==> src/rtl/rfwild_pkg.sv <==
// Shared types and defaults for the RFWild burst gate.
package rfwild_pkg;

    localparam int unsigned CNT_W_DEFAULT = 4;
    localparam int unsigned FRM_W_DEFAULT = 8;

    // Last count of a frame for the default counter width.
    localparam int unsigned CNT_MAX = (1 << CNT_W_DEFAULT) - 1;

    typedef enum logic [1:0] {
        IDLE,
        ARMED,
        ACTIVE,
        DONE
    } burst_state_t;

endpackage

==> src/rtl/rfwild_window_cmp.sv <==
// Combinational window membership test, including windows that wrap past the
// top of the count range.
module rfwild_window_cmp #(
    parameter int unsigned CNT_W = 4
) (
    input  logic [CNT_W-1:0] c_i,
    input  logic [CNT_W-1:0] start_i,
    input  logic [CNT_W-1:0] stop_i,
    output logic             in_win_o
);

    // Straight window is an inclusive range; a wrapped one is its two tails.
    always_comb begin
        if (start_i <= stop_i) begin
            in_win_o = (c_i >= start_i) && (c_i <= stop_i);
        end else begin
            in_win_o = (c_i >= start_i) || (c_i <= stop_i);
        end
    end

endmodule

==> src/rtl/rfwild_burst_gate.sv <==
// Burst gate: turns the free-running count into a windowed RF enable repeated
// for a programmed number of frames, and flags count discontinuities.
module rfwild_burst_gate
    import rfwild_pkg::*;
#(
    parameter int unsigned CNT_W = CNT_W_DEFAULT,
    parameter int unsigned FRM_W = FRM_W_DEFAULT
) (
    input  logic             clk,
    input  logic             reset,
    input  logic [CNT_W-1:0] contador,
    input  logic             cfg_valid,
    output logic             cfg_ready,
    input  logic [CNT_W-1:0] cfg_start,
    input  logic [CNT_W-1:0] cfg_stop,
    input  logic [FRM_W-1:0] cfg_frames,
    input  logic             go,
    input  logic             abort,
    output logic             rf_en,
    output logic [FRM_W-1:0] frame_cnt,
    output logic             busy,
    output logic             done,
    output logic             seq_err
);

    localparam logic [CNT_W-1:0] CNT_LAST = '1;

    burst_state_t     state_q, state_d;
    logic [CNT_W-1:0] start_q, start_d;
    logic [CNT_W-1:0] stop_q, stop_d;
    logic [FRM_W-1:0] frames_q, frames_d;
    logic [FRM_W-1:0] frame_cnt_q, frame_cnt_d;
    logic             rf_en_q, rf_en_d;
    logic             cfg_ready_q, cfg_ready_d;
    logic             seq_err_q, seq_err_d;
    logic [CNT_W-1:0] prev_q, prev_d;
    logic             prev_valid_q, prev_valid_d;

    logic             in_win;
    logic             in_burst;
    logic [CNT_W-1:0] prev_inc;

    rfwild_window_cmp #(
        .CNT_W (CNT_W)
    ) u_window (
        .c_i      (contador),
        .start_i  (start_q),
        .stop_i   (stop_q),
        .in_win_o (in_win)
    );

    assign in_burst = (state_q == ARMED) || (state_q == ACTIVE);
    assign prev_inc = prev_q + 1'b1;

    // Next-state, config latch, frame counting, sequence check and enable.
    always_comb begin
        state_d      = state_q;
        start_d      = start_q;
        stop_d       = stop_q;
        frames_d     = frames_q;
        frame_cnt_d  = frame_cnt_q;
        seq_err_d    = seq_err_q;
        prev_d       = prev_q;
        prev_valid_d = 1'b0;
        rf_en_d      = 1'b0;

        if (cfg_valid && cfg_ready_q) begin
            start_d     = cfg_start;
            stop_d      = cfg_stop;
            frames_d    = cfg_frames;
            frame_cnt_d = '0;
            seq_err_d   = 1'b0;
        end

        if (in_burst) begin
            prev_d       = contador;
            prev_valid_d = 1'b1;
            if (prev_valid_q && (contador != prev_inc)) begin
                seq_err_d = 1'b1;
            end
        end

        unique case (state_q)
            IDLE, DONE: begin
                if (go) begin
                    state_d     = ARMED;
                    frame_cnt_d = '0;
                end
            end
            ARMED: begin
                if (abort) begin
                    state_d = IDLE;
                end else if (contador == '0) begin
                    state_d = ACTIVE;
                    rf_en_d = in_win;
                end
            end
            ACTIVE: begin
                if (abort) begin
                    state_d = IDLE;
                end else begin
                    rf_en_d = in_win;
                    if (contador == CNT_LAST) begin
                        if (frame_cnt_q != '1) begin
                            frame_cnt_d = frame_cnt_q + 1'b1;
                        end
                        if ((frames_q != '0) && (frame_cnt_d == frames_q)) begin
                            state_d = DONE;
                        end
                    end
                end
            end
            default: state_d = IDLE;
        endcase

        cfg_ready_d = (state_d == IDLE) || (state_d == DONE);
    end

    // State and datapath registers with synchronous active-low reset.
    always_ff @(posedge clk) begin
        if (!reset) begin
            state_q      <= IDLE;
            start_q      <= '0;
            stop_q       <= '0;
            frames_q     <= FRM_W'(1);
            frame_cnt_q  <= '0;
            rf_en_q      <= 1'b0;
            cfg_ready_q  <= 1'b0;
            seq_err_q    <= 1'b0;
            prev_q       <= '0;
            prev_valid_q <= 1'b0;
        end else begin
            state_q      <= state_d;
            start_q      <= start_d;
            stop_q       <= stop_d;
            frames_q     <= frames_d;
            frame_cnt_q  <= frame_cnt_d;
            rf_en_q      <= rf_en_d;
            cfg_ready_q  <= cfg_ready_d;
            seq_err_q    <= seq_err_d;
            prev_q       <= prev_d;
            prev_valid_q <= prev_valid_d;
        end
    end

    assign cfg_ready = cfg_ready_q;
    assign rf_en     = rf_en_q;
    assign frame_cnt = frame_cnt_q;
    assign busy      = in_burst;
    assign done      = (state_q == DONE);
    assign seq_err   = seq_err_q;

endmodule

==> config.mk <==
export PLATFORM = sky130hd
export DESIGN_NAME = rfwild_burst_gate
export DESIGN_NICKNAME = d
export VERILOG_FILES = /design/src/rtl/rfwild_pkg.sv /design/src/rtl/rfwild_window_cmp.sv /design/src/rtl/rfwild_burst_gate.sv
export SDC_FILE = /design/constraint.sdc
export NUM_CORES = 1
export LEC_CHECK = 0
export BUFFER_PORTS_ARGS = -buffer_cell sky130_fd_sc_hd__buf_2
export CELL_PAD_IN_SITES_DETAIL_PLACEMENT = 1
export CELL_PAD_IN_SITES_GLOBAL_PLACEMENT = 2
export CORE_MARGIN = 4
export CORE_UTILIZATION = 32
export DETAILED_ROUTE_END_ITERATION = 6
export HOLD_SLACK_MARGIN = 0.06
export PLACE_DENSITY_LB_ADDON = 0.05
export SLEW_MARGIN = 25
export SYNTH_ARGS = -nofsm -noshare
export SYNTH_HDL_FRONTEND = slang
export SYNTH_SLANG_ARGS = --single-unit
==> constraint.sdc <==
create_clock -name clk -period 3.1 [get_ports clk]
set_input_delay 0 -clock clk [delete_from_list [all_inputs] [get_ports clk]]
set_output_delay 0 -clock clk [all_outputs]
set_load 0.01 [all_outputs]
=== Yosys cells after proc, flatten, opt, wreduce, memory -nomap -nowiden ===
Index checks and enable logic that the tools add are counted.

* Register bits: 34
* Input bits: 25
* Word-level logic and storage cells: 60

* $add $sub $neg: 2
* $lt $le $gt $ge: 3
* Equal/unequal tests: 8
* Muxes and demuxes: 25
* Reductions and logical operators: 12

{| class="wikitable"
|+ Operators by type and width
! cell !! count
|-
| 2-to-1 mux 8 bit || 8
|-
| case mux 8 bit (2 select lines) || 1
|-
| 2-to-1 mux 2 bit || 6
|-
| adder 8 x 1 -> 8 bit, second input constant || 1
|-
| == test 8 bit || 1
|-
| <= comparator 4 bit || 2
|-
| 2-to-1 mux 1 bit || 8
|-
| != test 8 bit, second input constant || 1
|-
| nonzero test 8 bit || 1
|-
| == test 2 bit, second input constant || 3
|-
| case mux 2 bit (3 select lines) || 1
|-
| adder 4 x 1 -> 4 bit, second input constant || 1
|-
| == test 4 bit, second input constant || 1
|-
| greater-or-equal comparator 4 bit || 1
|-
| logical AND 1 bit || 4
|-
| logical NOT 2 bit || 2
|-
| logical NOT 4 bit || 1
|-
| != test 4 bit || 1
|-
| logical OR 1 bit || 3
|-
| == test 2 x 1 -> 1 bit, second input constant || 1
|-
| case mux 1 bit (2 select lines) || 1
|-
| OR reduction 2 bit || 1
|}

=== Logic depth before layout (Yosys ltp) ===
Gate-level depths: netlist (run 1).

* Word-level depth: 14
* Mapped depth: 10

=== By module ===
From an unflattened synthesis (run 1), not the netlist that was laid out.

* Cells, all modules: 285
* Area, all modules: 2260.9 µm²

{| class="wikitable"
|+ By module, submodules not included
! module !! times used !! cells each !! area an instance (µm²) !! sequential area each (µm²)
|-
| rfwild_burst_gate || 1 || 249 || 1976.9 || 680.7
|-
| rfwild_window_cmp || 1 || 36 || 284.0 || 0.0
|}

=== Worst setup path after synthesis (run 1) ===
Ideal clock, no wire load.

* Kind: register to register
* Start point: register frame_cnt_q[0] (netlist: frame_cnt[0])
* End point: register cfg_ready_q (netlist: cfg_ready)
* Library setup time: 0.132 ns
* Arrival time: 2.146 ns
* Setup slack: 0.821 ns
* Stages on the path, launching flop included: 11
* Path buffers: 2
* Period minus slack after synthesis: 2.279 ns
* Cells stage by stage: dfxtp_1 > ha_1 > buf_6 > and3_1 > buf_6 > a21oi_2 > or3_1 > a221o_1 > nor4_4 > mux2i_1 > a21oi_1

* Longest elaborated chain between the ends: 13

{| class="wikitable"
|+ Ends and longest elaborated chain
! what !! RTL line !! source
|-
| start, declared || rfwild_burst_gate.sv:32 || <nowiki>logic [FRM_W-1:0] frame_cnt_q, frame_cnt_d;</nowiki>
|-
| start signal, assigned || rfwild_burst_gate.sv:137 || <nowiki>frame_cnt_q <= frame_cnt_d;</nowiki>
|-
| adder 8 x 1 -> 8 bit (tied with other cells) || rfwild_burst_gate.sv:105 || <nowiki>frame_cnt_d = frame_cnt_q + 1'b1;</nowiki>
|-
| 2-to-1 mux 8 bit * || rfwild_burst_gate.sv:104 || <nowiki>if (frame_cnt_q != '1) begin</nowiki>
|-
| 2-to-1 mux 8 bit * || rfwild_burst_gate.sv:103 || <nowiki>if (contador == CNT_LAST) begin</nowiki>
|-
| 2-to-1 mux 8 bit * || rfwild_burst_gate.sv:99 || <nowiki>if (abort) begin</nowiki>
|-
| 2-to-1 mux 8 bit * || rfwild_burst_gate.sv:83 || <nowiki>unique case (state_q)</nowiki>
|-
| == test 8 bit * || rfwild_burst_gate.sv:107 || <nowiki>if ((frames_q != '0) && (frame_cnt_d == frames_q)) begin</nowiki>
|-
| logical AND 1 bit * || rfwild_burst_gate.sv:107 ||
|-
| 2-to-1 mux 2 bit * || rfwild_burst_gate.sv:107 ||
|-
| 2-to-1 mux 2 bit * || rfwild_burst_gate.sv:103 ||
|-
| 2-to-1 mux 2 bit * || rfwild_burst_gate.sv:99 ||
|-
| case mux 2 bit (3 select lines) * || rfwild_burst_gate.sv:83 ||
|-
| == test 2 bit or logical NOT 2 bit (tied branches) || rfwild_burst_gate.sv:116 || <nowiki>cfg_ready_d = (state_d == IDLE) || (state_d == DONE);</nowiki>
|-
| logical OR 1 bit * || rfwild_burst_gate.sv:116 ||
|-
| end signal, assigned || rfwild_burst_gate.sv:139 || <nowiki>cfg_ready_q <= cfg_ready_d;</nowiki>
|-
| end, declared || rfwild_burst_gate.sv:34 || <nowiki>logic cfg_ready_q, cfg_ready_d;</nowiki>
|}

Mark *: on every way between the ends. The rest lies on a longest branch, timed or not. The select of a mux whose other input is x is not followed.
A chain may end at the register's enable or synchronous reset.

=== Final worst setup path (run 1) ===
* Start point: register frame_cnt_q[1] (netlist: frame_cnt[1])
* End point: register cfg_ready_q (netlist: cfg_ready)

The elaborated chain is that of the path after synthesis.

==> flow_metrics.env, run 1 <==
export IMPL_yosys_mux_area_fraction=0.0317
export IMPL_clkPwrFrac=0.373
export IMPL_total_power_uw=1090
export IMPL_nets=386
export IMPL_syn_nets=333
export IMPL_drc=0
export IMPL_setup_tns_final_ns=0
export IMPL_hp_class="in2reg"
export IMPL_final_hold_violation_count=0
export IMPL_fin_worst_skew_ns=0.00433
export IMPL_die_h_um=91.8
export IMPL_worstPathArrival_ns=2.92
export IMPL_synth_xor_area_frac=0.0351
export IMPL_port_buffers=37
export IMPL_clk_path_buf_depth=2
export IMPL_ios=38
export IMPL_grt_max_degree=32
export IMPL_clock_latency_ns=0.29
export IMPL_ys_ff_latch=34
export IMPL_synth_compound_area_frac=0.240
export IMPL_synthAdderAreaFrac=0.0991
export IMPL_routedWlPerCell_um=15.4
export IMPL_critPathKind="reg2reg"
export IMPL_status="finished clean"
export IMPL_crit_chain="ha_1 > and3_1 > nand2_1 > a31oi_1 > nand4_1 > nor4_4 > mux2i_1 > a21oi_1"
export IMPL_drt_total_wl_um=6780
export IMPL_diodes=0
export IMPL_fin_crit_ns=2.77
export IMPL_cts_tree="built"
export IMPL_slowest_delay_ns=0.44
export IMPL_cts_setup_buffers=0
export IMPL_cap_viol_max_count=0
export IMPL_fp_dieArea_sq_um=8430
export IMPL_ir_drop_mv=0.196
export IMPL_p_leak_uw=0.00110
export IMPL_post_place_ws_ns=0.387
export IMPL_vias=2285
export IMPL_rsz0062_at_grt="false"
export IMPL_path_clk_slew_ns=0.07
export IMPL_ys_async_sr_fraction=0
export IMPL_syn_cell_area_sq_um=2250
export IMPL_cp_max_fo=9
export IMPL_grt_pass1_vias=2330
export IMPL_ant_nets=0
export IMPL_start_kind="flop"
export IMPL_fin_crit_sh=0.895
export IMPL_cts_buffers=5
export IMPL_synth_edf_count=0
export IMPL_swShare=0.276
export IMPL_syn_inst=291
export IMPL_seq_area_sq_um=681
export IMPL_slew_viol_final=0
export IMPL_drtIter0Drc=96
export IMPL_dpl_cell_area_sq_um=2510
export IMPL_n_fill_cell=849
export IMPL_drive_gt1_frac=0.162
export IMPL_power_frac_seq=0.437
export IMPL_p_per_area_nw_per_um2=388
export IMPL_fp_coreArea_sq_um=6790
export IMPL_syn_area_per_cell_sq_um=7.73
export IMPL_first_pass_iters=4
export IMPL_fin_area_sq_um=2810
export IMPL_relSlewSlack=0.602
export IMPL_grt_overflow=0
export IMPL_power_internal_uw=789
export IMPL_finalWorstSetupSlack_ns=0.326
export IMPL_cts_resized=0
export IMPL_gp_congestion=0.838
export IMPL_yosys_area_share_simple=0.220
export IMPL_cts_root_buf="clkbuf_8"
export IMPL_track_usage=0.171
export IMPL_start_util=0.331
export IMPL_clkSinkCount=34
export IMPL_synthToLayoutAreaGrowth_pct=24.9
export IMPL_grt_pass1_wl_um=11700
export IMPL_synth_top_family_by_area="compound AO/OA/AOI/OAI gates"
export IMPL_dpl_hpwl_um=4910
export IMPL_ys_seq_area_frac=0.303
export IMPL_antenna_found_initial=0
export IMPL_ys_flop_type="dfxtp_1"
export IMPL_die_width_um=91.8
export IMPL_htreeDepth=2
export IMPL_cp_slowest_cell="and3_1"
export IMPL_critPathRequiredTime_ns=3.25
export IMPL_rows=30
export IMPL_p_switching_uw=301
export IMPL_synth_cell_types=53
export IMPL_setup_worst_path_end_class="flop"
export IMPL_setup_viol=0
export IMPL_multi_input_area_sq_um=1410
export IMPL_viasPerCell=5.18
export IMPL_fmax_ghz=0.360
export IMPL_worst_pin_slew_ns=0.591
export IMPL_power_frac_comb=0.190
export IMPL_ys_warn_count=0
==> power by group through the flow <==
| stage | clock (uW) | sequential [uW] | combinational (uW) |
|---|---|---|---|
| after global placement | 0 | 487 | 187 |
| after floorplan | 0 | 480 | 126 |
| after CTS | 424 | 476 | 211 |
| after global routing | 446 | 479 | 237 |
| after detailed placement | 0 | 487 | 191 |
| final | 407 | 476 | 207 |
==> critical path: cells and delay by family, from the launching register on <==
kind / cells / cell delay (ns)
flops: 1 / 0.43
simple gates: 4 / 1.24
mux: 1 / 0.23
compound gates: 2 / 0.35
fa+ha+maj: 1 / 0.37
==> worst paths after layout <==
kind	from	end	slack, ns	cells after the start
worst max-delay path	frame_cnt[1]	cfg_ready	0.33	8
worst min-delay path	contador[1]	prev_q[1]	0.07	3
worst max register to register	frame_cnt[1]	cfg_ready	0.33	8
worst min register to register	stop_q[2]	stop_q[2]	0.46	2
==> cells by family (layout without fill, tap and decap cells) <==
group | Yosys count | in the layout
adders and majority gates | 18 | 18
and+or+nand+nor | 101 | 101
DFF | 34 | 34
AOI/OAI and AO/OA | 86 | 86
xor gates and xnor gates | 9 | 9
muxes | 7 | 7
buffers and inverters | 36 | 90
==> Yosys cell counts, types with 2 or more instances <==
cell	number	area share
a2111oi_0	2	0.0078
a211oi_1	2	0.0067
a21o_1	4	0.013
a21oi_1	36	0.080
a311oi_1	2	0.0078
a31oi_1	4	0.011
a32oi_1	2	0.0078
and3_1	3	0.0083
and4_1	3	0.012
buf_2	2	0.0045
buf_4	2	0.0067
buf_6	2	0.010
clkbuf_1	8	0.013
dfxtp_1	34	0.30
ha_1	17	0.095
inv_1	21	0.035
mux2i_1	6	0.027
nand2_1	42	0.070
nand2b_1	4	0.011
nand3_1	6	0.013
nand4_1	4	0.011
nor2_1	19	0.032
nor2b_1	2	0.0056
nor3_1	5	0.011
nor4_1	5	0.014
o21ai_0	15	0.033
o21bai_1	3	0.010
o22ai_1	2	0.0056
or3_1	3	0.0083
xnor2_1	6	0.023
xor2_1	3	0.012
==> per-layer routing <==
| layer | global-route usage | wire, um | share of wire | vias to the layer above |
|---|---|---|---|---|
| met5 | 0 | 0 | 0 | - |
| met4 | 0.0483 | 105 | 0.015 | 0 |
| met3 | 0.0394 | 327 | 0.048 | 11 |
| met2 | 0.270 | 3030 | 0.45 | 45 |
| met1 | 0.234 | 3320 | 0.49 | 1077 |
| li1 | - | - | - | 1152 |
==> flip-flops by register name, summed over array words and instances, names as in the netlist <==
| register | flops |
|---|---|
| cfg_ready | 1 |
| frame_cnt | 8 |
| frames_q | 8 |
| prev_q | 4 |
| prev_valid_q | 1 |
| rf_en | 1 |
| seq_err | 1 |
| start_q | 4 |
| state_q | 2 |
| stop_q | 4 |
==> area by class of cell <==
class | count | area share
Multi-Input combinational cell | 221 | 0.501
Sequential cell | 34 | 0.242
Timing Repair Buffer | 61 | 0.147
Tap cell | 96 | 0.0428
Inverter | 21 | 0.0281
Clock buffer | 5 | 0.0245
Clock inverter | 3 | 0.0143
==> metrics by stage <==
stage	hold WS, ns	cells	util
after floorplan	0.0718	291	-
after global placement	0.205	414	0.369
after detailed placement	0.221	414	0.369
after CTS	0.0688	441	0.413
after global routing	0.113	441	0.413
final	0.0655	441	0.413
==> cells in the final DEF, fill, tap and decap left out, types with 4 or more instances in the layout <==
| cell | synthesis | routed |
|---|---|---|
| a31oi_1 | 4 | 4 |
| dlygate4sd3_1 | 0 | 19 |
| nor3_1 | 5 | 5 |
| inv_1 | 21 | 20 |
| dfxtp_1 | 34 | 34 |
| a21oi_1 | 36 | 36 |
| nand2b_1 | 4 | 4 |
| nand4_1 | 4 | 4 |
| mux2i_1 | 6 | 6 |
| a21o_1 | 4 | 4 |
| xnor2_1 | 6 | 6 |
| nor2_1 | 19 | 19 |
| nand3_1 | 6 | 6 |
| buf_2 | 2 | 37 |
| clkbuf_8 | 0 | 5 |
| ha_1 | 17 | 17 |
| buf_4 | 2 | 5 |
| nand2_1 | 42 | 42 |
| o21ai_0 | 15 | 15 |
| nor4_1 | 5 | 5 |
==> what timing repair did <==
action | in CTS | in global routing
hold buffers | 19 | 0
hold endpoints to repair | 19 | 0
endpoints found under the setup margin | 0 | 0
Power figures use the tool's default switching activity.
==> inputs of run 2 (changes only) <==
Clock period 3.1 ns to 2.7 ns, I/O delays scaled along.
==> flow_metrics.env, run 2 (synthesis gave the netlist of run 1 again) <==
export IMPL_n_fill_cell=846
export IMPL_grt_overflow=0
export IMPL_track_usage=0.178
export IMPL_cts_buffers=5
export IMPL_grt_pass1_wl_um=12100
export IMPL_vias=2317
export IMPL_critPathBufInv=0
export IMPL_drt_total_wl_um=7030
export IMPL_r2r_start="frame_cnt[1]"
export IMPL_min_from="contador[3]"
export IMPL_dpl_hpwl_um=5120
export IMPL_first_pass_iters=4
export IMPL_grt_max_degree=23
export IMPL_cp_slowest_cell="and3_2"
export IMPL_post_place_ws_ns=0.181
export IMPL_ir_drop_mv=0.209
export IMPL_min_path_cells=3
export IMPL_p_leak_uw=0.00115
export IMPL_slew_viol_final=0
export IMPL_fin_area_sq_um=2890
export IMPL_fin_crit_sh=0.887
export IMPL_rows=30
export IMPL_crit_chain="ha_1 > and3_2 > o21ai_1 > a311oi_1 > o2111ai_1 > nor4_4 > mux2i_1 > a21oi_1"
export IMPL_fp_dieArea_sq_um=8430
export IMPL_final_cell_mix="nand2_1 (42), buf_2 (37), a21oi_1 (36)"
export IMPL_rsz0062_at_grt="false"
export IMPL_ant_nets=0
export IMPL_cts_root_buf="clkbuf_8"
export IMPL_routedWlPerCell_um=15.6
export IMPL_dpl_cell_area_sq_um=2570
export IMPL_critPathKind="reg2reg"
export IMPL_setup_worst_path_end_class="flop"
export IMPL_multi_input_area_sq_um=1410
export IMPL_clkSinkCount=34
export IMPL_critPathRequiredTime_ns=2.88
export IMPL_finalWorstSetupSlack_ns=0.304
export IMPL_power_frac_comb=0.192
export IMPL_synthToLayoutAreaGrowth_pct=28.5
export IMPL_p_per_area_nw_per_um2=435
export IMPL_drc=0
export IMPL_start_kind="flop"
export IMPL_total_power_uw=1260
export IMPL_drtIter0Drc=100
export IMPL_setup_tns_final_ns=0
export IMPL_r2r_slack_ns=0.30
export IMPL_cp_max_fo=9
export IMPL_clock_latency_ns=0.29
export IMPL_r2r_end="cfg_ready"
export IMPL_hp_class="in2reg"
export IMPL_clkPwrFrac=0.372
export IMPL_nets=396
export IMPL_fp_coreArea_sq_um=6790
export IMPL_worstPathArrival_ns=2.57
export IMPL_htreeDepth=2
export IMPL_final_hold_violation_count=0
export IMPL_ios=38
export IMPL_fin_worst_skew_ns=0.00471
export IMPL_p_switching_uw=347
export IMPL_path_clk_slew_ns=0.07
export IMPL_diodes=0
export IMPL_cap_viol_max_count=0
export IMPL_power_internal_uw=910
export IMPL_worst_pin_slew_ns=0.737
export IMPL_swShare=0.276
export IMPL_seq_area_sq_um=681
export IMPL_status="finished clean"
export IMPL_layout_commonest_cell="nand2_1"
export IMPL_fin_crit_ns=2.40
export IMPL_cts_tree="built"
export IMPL_fmax_ghz=0.417
export IMPL_antenna_found_initial=0
export IMPL_min_to="prev_q[3]"
export IMPL_start_util=0.331
export IMPL_drive_gt1_frac=0.180
export IMPL_die_width_um=91.8
export IMPL_port_buffers=37
export IMPL_cp_top_family="compound AO/OA/AOI/OAI gates"
export IMPL_viasPerCell=5.14
export IMPL_clk_path_buf_depth=2
export IMPL_power_frac_seq=0.435
export IMPL_die_h_um=91.8
export IMPL_slowest_delay_ns=0.35
export IMPL_rr_worst_depth=8
export IMPL_grt_pass1_vias=2393
export IMPL_gp_congestion=0.840
export IMPL_relSlewSlack=0.508
export IMPL_hold_slack_ns=0.0655
export IMPL_setup_viol=0
[run 2: worst max path at each step]
stage / slack, ns / start / endpoint / cells after the start
2_1_floorplan: 0.42 / frame_cnt[0] / cfg_ready / 10
3_3_place_gp: 0.28 / frame_cnt[0] / cfg_ready / 8
3_5_place_dp: 0.18 / frame_cnt[1] / cfg_ready / 8
5_1_grt: 0.05 / frame_cnt[0] / cfg_ready / 8
4_1_cts: 0.15 / frame_cnt[1] / cfg_ready / 8
6_report: 0.30 / frame_cnt[1] / cfg_ready / 8
[run 2: worst reg2reg max path: stages, from the launching register on]
cell	delay, ns
dfxtp_1	0.34
ha_1	0.34
and3_2	0.35
o21ai_1	0.14
a311oi_1	0.30
o2111ai_1	0.20
nor4_4	0.32
mux2i_1	0.23
a21oi_1	0.08
[run 2: power groups by stage]
| stage | Clock, uW | Sequential (uW) | Combinational (uW) |
|---|---|---|---|
| 3_5_place_dp | 0 | 560 | 220 |
| 6_report | 468 | 547 | 242 |
| 4_1_cts | 482 | 548 | 245 |
| 2_1_floorplan | 0 | 551 | 145 |
| 5_1_grt | 506 | 551 | 276 |
| 3_3_place_gp | 0 | 559 | 219 |
[run 2: repair_timing]
action	CTS	global route
hold buffers	21	0
setup buffers	0	0
gates resized for setup	0	1
endpoints found under the setup margin	0	2
hold endpoints to repair	20	0
[run 2: area by class of cell]
cell class	instances	share of cell area
Multi-Input combinational cell	221	0.487
Sequential cell	34	0.235
Timing Repair Buffer	71	0.171
Tap cell	96	0.0416
Inverter	21	0.0273
Clock buffer	5	0.0238
Clock inverter	3	0.0139
[run 2: per-stage QoR]
step / std cells / utilization
6_report: 451 / 0.425
3_3_place_gp: 422 / 0.378
2_1_floorplan: 291 / -
3_5_place_dp: 422 / 0.378
4_1_cts: 451 / 0.425
5_1_grt: 451 / 0.425
[run 2: per-layer routing]
metal | vias up | part of all wire | track usage
met3 | 5 | 0.035 | 0.0345
li1 | 1171 | - | -
met1 | 1103 | 0.51 | 0.249
met2 | 38 | 0.45 | 0.285
met4 | 0 | 0.0067 | 0.0347
met5 | - | 0 | 0
==> inputs of run 3 (changes only) <==
==> constraint.sdc (replaced) <==
create_clock -name clk -period 2.7 [get_ports clk]
set_input_delay 0.27 -clock clk [delete_from_list [all_inputs] [get_ports clk]]
set_output_delay 0.27 -clock clk [all_outputs]
set_load 0.01 [all_outputs]
==> flow_metrics.env, run 3 (synthesis gave the netlist of run 1 again) <==
export IMPL_vias=2240
export IMPL_wl_met2_um=2960
export IMPL_cts_tree="built"
export IMPL_status="finished clean"
export IMPL_cp_max_fo=9
export IMPL_fin_worst_skew_ns=0.00566
export IMPL_dpl_cell_area_sq_um=2580
export IMPL_start_util=0.331
export IMPL_fp_coreArea_sq_um=6790
export IMPL_crit_chain="ha_1 > nand3_2 > nor4_1 > o21ai_0 > a221o_1 > nor4_4 > mux2i_1 > a21oi_1"
export IMPL_power_internal_uw=894
export IMPL_post_place_ws_ns=0.196
export IMPL_slew_viol_final=0
export IMPL_min_from="reset"
export IMPL_slowest_delay_ns=0.37
export IMPL_grt_pass1_vias=2282
export IMPL_critPathKind="reg2reg"
export IMPL_dpl_hpwl_um=5270
export IMPL_ir_drop_mv=0.236
export IMPL_fp_dieArea_sq_um=8430
export IMPL_hp_class="in2reg"
export IMPL_n_fill_cell=874
export IMPL_setup_viol=0
export IMPL_final_cell_mix="nand2_1 (42), buf_2 (37), a21oi_1 (36)"
export IMPL_die_width_um=91.8
export IMPL_rsz0062_at_grt="false"
export IMPL_nets=376
export IMPL_grt_max_degree=20
export IMPL_drc=0
export IMPL_critPathRequiredTime_ns=2.88
export IMPL_power_frac_comb=0.178
export IMPL_drtIter0Drc=108
export IMPL_grt_pass1_wl_um=11500
export IMPL_grt_overflow=0
export IMPL_p_per_area_nw_per_um2=463
export IMPL_min_path_cells=2
export IMPL_clk_path_buf_depth=2
export IMPL_routedWlPerCell_um=15.9
export IMPL_top_layer="met4"
export IMPL_synthToLayoutAreaGrowth_pct=19.8
export IMPL_antenna_found_initial=0
export IMPL_fin_area_sq_um=2690
export IMPL_clkSinkCount=34
export IMPL_htreeDepth=2
export IMPL_path_clk_slew_ns=0.08
export IMPL_gp_congestion=0.839
export IMPL_drive_gt1_frac=0.194
export IMPL_relSlewSlack=0.605
export IMPL_cts_setup_buffers=0
export IMPL_rr_worst_depth=8
export IMPL_track_usage=0.170
export IMPL_swShare=0.283
export IMPL_cp_slowest_cell="a221o_1"
export IMPL_start_kind="flop"
export IMPL_clock_latency_ns=0.29
export IMPL_r2r_start="frame_cnt[0]"
export IMPL_finalWorstSetupSlack_ns=0.265
export IMPL_r2r_slack_ns=0.27
export IMPL_fin_crit_sh=0.902
export IMPL_viasPerCell=5.20
export IMPL_cap_viol_max_count=0
export IMPL_ant_nets=0
export IMPL_worstPathArrival_ns=2.62
export IMPL_final_core_util=0.396
export IMPL_p_leak_uw=0.00106
export IMPL_fin_crit_ns=2.43
export IMPL_fmax_ghz=0.411
export IMPL_ios=38
export IMPL_p_switching_uw=352
export IMPL_port_buffers=37
export IMPL_power_frac_seq=0.439
export IMPL_clkPwrFrac=0.383
export IMPL_setup_tns_final_ns=0
export IMPL_diodes=0
export IMPL_met1_length_um=3580
export IMPL_layout_commonest_cell="nand2_1"
export IMPL_dr_wl_met3_um=237
export IMPL_worst_pin_slew_ns=0.587
export IMPL_setup_worst_path_end_class="flop"
export IMPL_drt_total_wl_um=6850
export IMPL_min_to="frames_q[0]"
export IMPL_first_pass_iters=4
export IMPL_r2r_end="cfg_ready"
export IMPL_die_h_um=91.8
export IMPL_rows=30
export IMPL_final_hold_violation_count=0
export IMPL_cts_buffers=5
export IMPL_cts_root_buf="clkbuf_8"
-- run 3: cell types whose count changed in the layout (fill, tap and decap cells not counted) --
cell,delta
dlygate4sd3_1,-21
clkinv_2,-2
clkinvlp_4,+2
buf_4,+1
-- run 3: what timing repair did --
item,CTS,global route
hold buffers,0,0
setup endpoints to repair,0,1
resized for setup,0,1
-- run 3: final cells by class --
cell class,count,area [sq um],area share
tap,96,120,0.0446
inverter,21,78.8,0.0293
clock inverter,3,45.0,0.0167
sequential,34,681,0.253
timing repair buffer,51,290,0.108
multi-input combinational,221,1410,0.523
clock buffer,5,68.8,0.0256
-- run 3: layer usage --
layer | GRT usage | vias to the layer above
met4 | 0.0520 | 0
li1 | - | 1127
met3 | 0.0238 | 8
met2 | 0.259 | 36
met5 | 0 | -
met1 | 0.246 | 1069
-- run 3: worst max path at each step --
| stage | to | depth (start not counted) | startpoint |
|---|---|---|---|
| finish | cfg_ready | 8 | frame_cnt[0] |
| CTS | cfg_ready | 8 | frame_cnt[1] |
| floorplan | cfg_ready | 10 | frame_cnt[0] |
| global placement | cfg_ready | 8 | frame_cnt[0] |
| detailed placement | cfg_ready | 8 | frame_cnt[1] |
| global route | cfg_ready | 8 | frame_cnt[1] |
-- run 3: power groups by stage --
stage                     sequential, uW  combinational, uW  clock (uW)
final                                547                222         477
after global routing                 551                255         518
after CTS                            548                224         499
after detailed placement             559                222           0
after global placement               559                220           0
after floorplan                      551                145           0
-- run 3: worst max-delay path, delay by kind of cell, from the launching register on --
family	cells	cell delay, ns
compound gates	3	0.59
fa+ha+maj	1	0.35
flops	1	0.34
mux	1	0.23
simple gates	3	0.81
-- run 3: metrics by stage --
stage / hold WS (ns) / power [uW] / cells
final: 0.178 / 1250 / 431
after global routing: 0.173 / 1320 / 431
after CTS: 0.170 / 1270 / 431
after detailed placement: 0.455 / 782 / 423
after global placement: 0.445 / 779 / 423
after floorplan: 0.342 / 696 / 291
